==> config.mk <==
export PLATFORM = sky130hd
export DESIGN_NAME = cache_sa_wb
export DESIGN_NICKNAME = d
export VERILOG_FILES = /design/src/rtl/cache_sa_wb.sv
export SDC_FILE = /design/constraint.sdc
export NUM_CORES = 2
export LEC_CHECK = 0
export ABC_AREA = 0
export CAP_MARGIN = 20
export CORE_MARGIN = 5
export CORE_UTILIZATION = 59
export CTS_CLUSTER_DIAMETER = 40
export CTS_CLUSTER_SIZE = 12
export DETAILED_ROUTE_END_ITERATION = 12
export GPL_ROUTABILITY_DRIVEN = 0
export PLACE_DENSITY = 0.8
export REMOVE_ABC_BUFFERS = 1
export SLEW_MARGIN = 10
export SYNTH_ARGS = -nofsm -noshare
export SYNTH_HDL_FRONTEND = slang
export SYNTH_SLANG_ARGS = --single-unit
==> constraint.sdc <==
create_clock -name clk -period 23.8 [get_ports clk]
set_input_delay 3.57 -clock clk [delete_from_list [all_inputs] [get_ports clk]]
set_output_delay 3.57 -clock clk [all_outputs]
set_load 0.02 [all_outputs]
==> src/rtl/cache_sa_wb.sv <==
// Set-associative cache between a core load/store port and a line-wide RAM.
// Selectable write-back or write-through (both write-allocate), LRU ranks with
// invalid-way-first victim choice, and saturating hit/miss counters.
// Ports:
//   clk, reset                 clock, synchronous active-high reset
//   req_valid/req_ready        core request handshake (address, write_en, write_data)
//   resp_valid, read_data,miss one-cycle completion pulse with load data / miss flag
//   mem_req_valid/ready        RAM line request (mem_write_en, mem_address, mem_write_data)
//   mem_resp_valid, mem_read_data  returned refill line
//   hit_count, miss_count      saturating statistics
module cache_sa_wb #(
  parameter int unsigned RAM_ADDRESS_BITS   = 10,
  parameter int unsigned CACHE_ADDRESS_BITS = 5,
  parameter int unsigned DATA_BITS          = 32,
  parameter int unsigned ASOC_BITS          = 1,
  parameter int unsigned BLOCK_BITS         = 2,
  parameter int unsigned WRITE_BACK         = 1
) (
  input  logic                                     clk,
  input  logic                                     reset,
  input  logic                                     req_valid,
  output logic                                     req_ready,
  input  logic [RAM_ADDRESS_BITS-1:0]              address,
  input  logic                                     write_en,
  input  logic [DATA_BITS-1:0]                     write_data,
  output logic                                     resp_valid,
  output logic [DATA_BITS-1:0]                     read_data,
  output logic                                     miss,
  output logic                                     mem_req_valid,
  input  logic                                     mem_req_ready,
  output logic                                     mem_write_en,
  output logic [RAM_ADDRESS_BITS-1:0]              mem_address,
  output logic [(1<<BLOCK_BITS)*DATA_BITS-1:0]     mem_write_data,
  input  logic                                     mem_resp_valid,
  input  logic [(1<<BLOCK_BITS)*DATA_BITS-1:0]     mem_read_data,
  output logic [31:0]                              hit_count,
  output logic [31:0]                              miss_count
);
  localparam int unsigned INDEX_BITS = CACHE_ADDRESS_BITS - ASOC_BITS - BLOCK_BITS;
  localparam int unsigned TAG_BITS   = RAM_ADDRESS_BITS - INDEX_BITS - BLOCK_BITS;
  localparam int unsigned WAYS       = 1 << ASOC_BITS;
  localparam int unsigned SETS       = 1 << INDEX_BITS;
  localparam int unsigned LINE_BITS  = (1 << BLOCK_BITS) * DATA_BITS;
  // Direct-mapped keeps a 1-bit way/rank field that is always zero.
  localparam int unsigned WAY_W      = (ASOC_BITS > 0) ? ASOC_BITS : 1;

  typedef enum logic [2:0] {
    S_IDLE, S_LOOKUP, S_WRITEBACK, S_REFILL_REQ, S_REFILL_WAIT, S_WTHRU, S_RESPOND
  } state_e;

  state_e state_q;

  logic                 valid_q [SETS][WAYS];
  logic                 dirty_q [SETS][WAYS];
  logic [TAG_BITS-1:0]  tag_q   [SETS][WAYS];
  logic [LINE_BITS-1:0] data_q  [SETS][WAYS];
  logic [WAY_W-1:0]     rank_q  [SETS][WAYS];

  logic [TAG_BITS-1:0]   req_tag_q;
  logic [INDEX_BITS-1:0] req_idx_q;
  logic [BLOCK_BITS-1:0] req_off_q;
  logic                  req_we_q;
  logic [DATA_BITS-1:0]  req_wdata_q;
  logic [WAY_W-1:0]      victim_q;
  logic                  was_miss_q;

  logic                        req_ready_q, resp_valid_q, miss_q;
  logic [DATA_BITS-1:0]        read_data_q;
  logic                        mem_req_valid_q, mem_write_en_q;
  logic [RAM_ADDRESS_BITS-1:0] mem_address_q;
  logic [LINE_BITS-1:0]        mem_write_data_q;
  logic [31:0]                 hit_count_q, miss_count_q;

  logic                 hit_c, refill_c, done_c;
  logic [WAY_W-1:0]     hit_way_c, victim_c, acc_way_c;
  logic [LINE_BITS-1:0] line_base_c, line_new_c;
  logic [DATA_BITS-1:0] word_c;
  logic [WAY_W-1:0]     rank_new_c [WAYS];
  logic [RAM_ADDRESS_BITS-1:0] line_addr_c;

  // Tag compare and victim choice for the latched request's set.
  always_comb begin
    hit_c     = 1'b0;
    hit_way_c = '0;
    victim_c  = '0;
    for (int w = 0; w < int'(WAYS); w++) begin
      if (!hit_c && valid_q[req_idx_q][w] && (tag_q[req_idx_q][w] == req_tag_q)) begin
        hit_c     = 1'b1;
        hit_way_c = WAY_W'(w);
      end
    end
    // Descending scans: the last match is the lowest index; invalid ways override LRU.
    for (int w = int'(WAYS) - 1; w >= 0; w--) begin
      if (rank_q[req_idx_q][w] == '0) victim_c = WAY_W'(w);
    end
    for (int w = int'(WAYS) - 1; w >= 0; w--) begin
      if (!valid_q[req_idx_q][w]) victim_c = WAY_W'(w);
    end
  end

  // Access completion: lookup hit or refill arrival share the same update path.
  always_comb begin
    refill_c    = (state_q == S_REFILL_WAIT) && mem_resp_valid;
    done_c      = ((state_q == S_LOOKUP) && hit_c) || refill_c;
    acc_way_c   = (state_q == S_REFILL_WAIT) ? victim_q : hit_way_c;
    line_base_c = (state_q == S_REFILL_WAIT) ? mem_read_data : data_q[req_idx_q][hit_way_c];
    word_c      = line_base_c[req_off_q*DATA_BITS +: DATA_BITS];
    line_new_c  = line_base_c;
    if (req_we_q) line_new_c[req_off_q*DATA_BITS +: DATA_BITS] = req_wdata_q;
    line_addr_c = {req_tag_q, req_idx_q, {BLOCK_BITS{1'b0}}};
    // Accessed way becomes most recent; ways above its old rank slide down.
    for (int w = 0; w < int'(WAYS); w++) begin
      if (WAY_W'(w) == acc_way_c)
        rank_new_c[w] = WAY_W'(WAYS - 1);
      else if (rank_q[req_idx_q][w] > rank_q[req_idx_q][acc_way_c])
        rank_new_c[w] = rank_q[req_idx_q][w] - WAY_W'(1);
      else
        rank_new_c[w] = rank_q[req_idx_q][w];
    end
  end

  // Controller FSM with registered outputs.
  always_ff @(posedge clk) begin
    if (reset) begin
      state_q         <= S_IDLE;
      req_ready_q     <= 1'b1;
      resp_valid_q    <= 1'b0;
      miss_q          <= 1'b0;
      read_data_q     <= '0;
      mem_req_valid_q <= 1'b0;
      mem_write_en_q  <= 1'b0;
      hit_count_q     <= '0;
      miss_count_q    <= '0;
      was_miss_q      <= 1'b0;
      for (int s = 0; s < int'(SETS); s++) begin
        for (int w = 0; w < int'(WAYS); w++) begin
          valid_q[s][w] <= 1'b0;
          dirty_q[s][w] <= 1'b0;
          rank_q[s][w]  <= (WAYS > 1) ? WAY_W'(w) : '0;
        end
      end
    end else begin
      resp_valid_q <= 1'b0;
      miss_q       <= 1'b0;
      case (state_q)
        S_IDLE: begin
          if (req_valid && req_ready_q) begin
            req_tag_q   <= address[RAM_ADDRESS_BITS-1 -: TAG_BITS];
            req_idx_q   <= address[BLOCK_BITS +: INDEX_BITS];
            req_off_q   <= address[BLOCK_BITS-1:0];
            req_we_q    <= write_en;
            req_wdata_q <= write_data;
            req_ready_q <= 1'b0;
            state_q     <= S_LOOKUP;
          end
        end
        S_LOOKUP: begin
          was_miss_q <= !hit_c;
          if (!hit_c) begin
            victim_q        <= victim_c;
            mem_req_valid_q <= 1'b1;
            if (valid_q[req_idx_q][victim_c] && dirty_q[req_idx_q][victim_c]) begin
              mem_write_en_q   <= 1'b1;
              mem_address_q    <= {tag_q[req_idx_q][victim_c], req_idx_q, {BLOCK_BITS{1'b0}}};
              mem_write_data_q <= data_q[req_idx_q][victim_c];
              state_q          <= S_WRITEBACK;
            end else begin
              mem_write_en_q <= 1'b0;
              mem_address_q  <= line_addr_c;
              state_q        <= S_REFILL_REQ;
            end
          end
        end
        S_WRITEBACK: begin
          if (mem_req_ready) begin
            mem_write_en_q <= 1'b0;
            mem_address_q  <= line_addr_c;
            state_q        <= S_REFILL_REQ;
          end
        end
        S_REFILL_REQ: begin
          if (mem_req_ready) begin
            mem_req_valid_q <= 1'b0;
            state_q         <= S_REFILL_WAIT;
          end
        end
        S_REFILL_WAIT: begin
          if (mem_resp_valid) begin
            valid_q[req_idx_q][victim_q] <= 1'b1;
            tag_q[req_idx_q][victim_q]   <= req_tag_q;
          end
        end
        S_WTHRU: begin
          if (mem_req_ready) begin
            mem_req_valid_q <= 1'b0;
            mem_write_en_q  <= 1'b0;
            resp_valid_q    <= 1'b1;
            miss_q          <= was_miss_q;
            read_data_q     <= '0;
            state_q         <= S_RESPOND;
          end
        end
        S_RESPOND: begin
          if (was_miss_q) begin
            if (miss_count_q != 32'hFFFF_FFFF) miss_count_q <= miss_count_q + 32'd1;
          end else begin
            if (hit_count_q != 32'hFFFF_FFFF) hit_count_q <= hit_count_q + 32'd1;
          end
          req_ready_q <= 1'b1;
          state_q     <= S_IDLE;
        end
        default: state_q <= S_IDLE;
      endcase

      if (done_c) begin
        for (int w = 0; w < int'(WAYS); w++) rank_q[req_idx_q][w] <= rank_new_c[w];
        if (req_we_q || refill_c) data_q[req_idx_q][acc_way_c] <= line_new_c;
        if (req_we_q)      dirty_q[req_idx_q][acc_way_c] <= (WRITE_BACK != 0);
        else if (refill_c) dirty_q[req_idx_q][acc_way_c] <= 1'b0;
        if ((WRITE_BACK == 0) && req_we_q) begin
          mem_req_valid_q  <= 1'b1;
          mem_write_en_q   <= 1'b1;
          mem_address_q    <= line_addr_c;
          mem_write_data_q <= line_new_c;
          state_q          <= S_WTHRU;
        end else begin
          resp_valid_q <= 1'b1;
          miss_q       <= refill_c;
          read_data_q  <= req_we_q ? '0 : word_c;
          state_q      <= S_RESPOND;
        end
      end
    end
  end

  assign req_ready      = req_ready_q;
  assign resp_valid     = resp_valid_q;
  assign read_data      = read_data_q;
  assign miss           = miss_q;
  assign mem_req_valid  = mem_req_valid_q;
  assign mem_write_en   = mem_write_en_q;
  assign mem_address    = mem_address_q;
  assign mem_write_data = mem_write_data_q;
  assign hit_count      = hit_count_q;
  assign miss_count     = miss_count_q;
endmodule

==> metrics.txt <==
result of the run=completed; max frequency=137.9 MHz; global routing usage on met3=7.836%; biggest area contributors in the synthesized netlist=edfxtp_1 (68%), mux4_2 (11%), dfxtp_1 (4.1%); core occupancy in the finished layout=70.69%; cells after synthesis=3218; Root Buffer=clkbuf_16; reported net switching power=1.248 mW; wire length per cell=30.12 um; kind of start point of the critical path=primary input; final instance area=66860 um^2; antenna violations before repair=4; library cell with the largest summed area after synthesis=edfxtp_1; CP max-delay cell=buf_4; Inserted Clock Buffers=161; critical path arrival=7.62 ns; core box area=94590 um^2; Overall Global Routing Usage=29.58%; number of detailed-routing iterations run before antenna repair=6; routed vias=33580; MaxCap Viol Count=0; flop-to-flop setup slack=17.48 ns; Max VDD drop=65.64 uV; leakage power summed over all cells=22.00 nW; residual DRC count=0; Die Ht=318.3 um; RSZ-0062 raised after global routing=no; maximum buffer depth of the clock tree=3; synthesized flop and latch total=1383; met2 GRT Util=45.95%; pin count of the biggest net entering global routing=131; cells along the critical path=clkdlybuf4s50_1 -> nand2_1 -> o21a_1 -> or3_1 -> nor2_4 -> buf_4 -> buf_4; wire length of the first global-routing pass=223.4 mm; combinational fraction of design power=7.6%; Syn-to-layout area delta=19.27%; Clock Sink Count=1383; die extent in x=318.3 um; overall power=5.562 mW; post-synthesis average cell area=17.42 um^2; class of the most critical setup path=primary input to flop; normalized max-slew margin=21.28%; share of cells above drive strength 1=20.72%; GRT Max-Usage Layer=met2; time the worst path needs with I/O delays and setup=7.254 ns; Fin Clk Skew=0.03328 ns; number of fillers in the final layout=5663; critical path capture point type=flop; count of flip-flops with a built-in enable after synthesis=1267; Final HPWL DP=86.08 mm; TritonCTS clock tree=done; part of the total power dissipated in sequential elements=49.1%; Worst-path clk slew=0.06 ns; Post CTS Setup Buffer Count=0; number of max-slew violations in the final report=0; 1st-iter DRT viols=4395; number of hold violations in the final report=0; Resized cells post-CTS=0; Worst-Skew Late Latency=0.77 ns; clock group share of total power=43.3%; remaining number of nets flagged by the antenna check after routing=0; area share of the largest cell type after synthesis=67.87%; Setup Viol. Count Final=0; power density of the placed cells=83.18 nW/um^2; Syn. warnings=0; Seq/Total Area, Yosys=72.01%; prevailing post-synth register cell=edfxtp_1; worst endpoint required time=24.17 ns; cell-internal power=4.314 mW; classification of the worst-slack hold path=flop to flop; cts hold-fix bufs=0; number of primary I/O pins=415; number of global-route vias before repair=33800; switching share of power=22.44%; effective utilization at floorplan=59.27%; maximum level of the CTS H-tree=4; gr ovfl total=0; Worst path most repeated cell=buf_4; final setup TNS=0 ns; die area=101300 um^2; GR Util met1=40.50%; slowest cell delay on critical path=0.95 ns; Via density=6.651; largest fanout of any net on the critical path=66; ys async rst share=0%; Inserted Diodes=0; share of the cycle needed by the critical path after routing=30.48%; instance area at placement=61610 um^2; post-synthesis instance area=56060 um^2; Worst-Margin Slew=1.181 ns; number of nets in the layout=3841; number of distinct library cell variants in the gate-level netlist after synthesis=63; placement row count=113; number of buffers inserted by port buffering=412; detailed-route wire length=152.1 mm
worst paths after layout:
check,depth (start not counted),endpoint,startpoint
worst min-delay path,1,valid_q[3][0]$_DFF_P_,valid_q[3][0]$_DFF_P_
worst max register to register,10,data_q[2][88]$_DFFE_PP_,flop
worst max-delay path,7,data_q[2][88]$_DFFE_PP_,mem_resp_valid
worst min register to register,1,valid_q[3][0]$_DFF_P_,valid_q[3][0]$_DFF_P_
stage by stage:
| stage | setup slack [ns] | cells | hold WS [ns] |
|---|---|---|---|
| 2_1_floorplan | -6.096 | 3015 | 0.4211 |
| 3_3_place_gp | 15.96 | 4759 | 0.4296 |
| 3_5_place_dp | 15.91 | 4759 | 0.4404 |
| 4_1_cts | 16.72 | 5048 | 0.4555 |
| 5_1_grt | 16.54 | 5049 | 0.4869 |
| 6_report | 16.55 | 5049 | 0.4579 |
power groups by stage:
stage               sequential [mW]  clock [mW]  combinational (mW)
finish                         2.73        2.41               0.421
global route                   2.73        2.55               0.450
CTS                            2.73        2.43               0.418
detailed placement             2.78           0               0.411
global placement               2.78           0               0.401
floorplan                      2.81           0               0.310
placed cells by master (no fill, tap or decap), types with 43 or more instances in the layout:
cell	netlist	layout
a21oi_1	70	67
a22o_1	128	128
a22oi_1	44	44
a31oi_1	44	44
buf_4	6	64
clkbuf_16	0	164
clkdlybuf4s50_1	0	411
dfxtp_1	116	114
edfxtp_1	1267	1267
inv_1	46	46
mux2_2	130	130
mux4_2	271	271
nand2_1	218	212
nand3_1	222	221
nor2_1	163	159
xor2_1	43	43
worst max-delay path: cells and delay by family:
kind                   cells  cell delay, ns
AO/OA/AOI/OAI              1            0.35
AND/OR/NAND/NOR            3            1.10
buffers and inverters      3            2.34
routing by layer:
metal / part of all wire, % / up-vias
met3: 13 / 438
li1: - / 13780
met4: 4.5 / 2
met1: 36 / 16850
met2: 47 / 2508
met5: 0.0085 / -
cell type report:
class	instances	area, um^2	area share, %
clock buffers	212	4404	6.587
clock inverters	77	822.0	1.229
inverters	47	176.4	0.2639
multi-input cells	1585	14810	22.15
flip-flops and latches	1383	40380	60.39
well taps	1265	1583	2.367
repair buffers	480	4687	7.010
Yosys cell counts, types with 22 or more instances:
cell type	count
mux4_2	271
clkbuf_1	133
nor2_1	163
xnor2_1	22
dfxtp_1	116
edfxtp_1	1267
o211ai_1	33
buf_2	45
mux2_2	130
nand4_1	22
a21oi_1	70
a22o_1	128
a31oi_1	44
nand2_1	218
inv_1	46
xor2_1	43
nand3_1	222
a22oi_1	44
cells by family after synthesis:
logic type | count (synthesis) | share of synthesized area, %
compound gates | 384 | 5.185
xor+xnor | 66 | 1.045
fa+ha+maj | 7 | 0.1562
buf+inv | 251 | 1.904
flops | 1383 | 72.01
mux | 414 | 13.82
other cells | 1 | 0.006689
simple gates | 712 | 5.877
state kept, by name, indices dropped and copies added (netlist names), 32 cells and up, named ones only:
register	flops
read_data	32
tag_q	48
hit_count	32
data_q	1024
req_wdata_q	32
mem_write_data	128
miss_count	32
No activity file was read; power rests on OpenSTA's default activity.
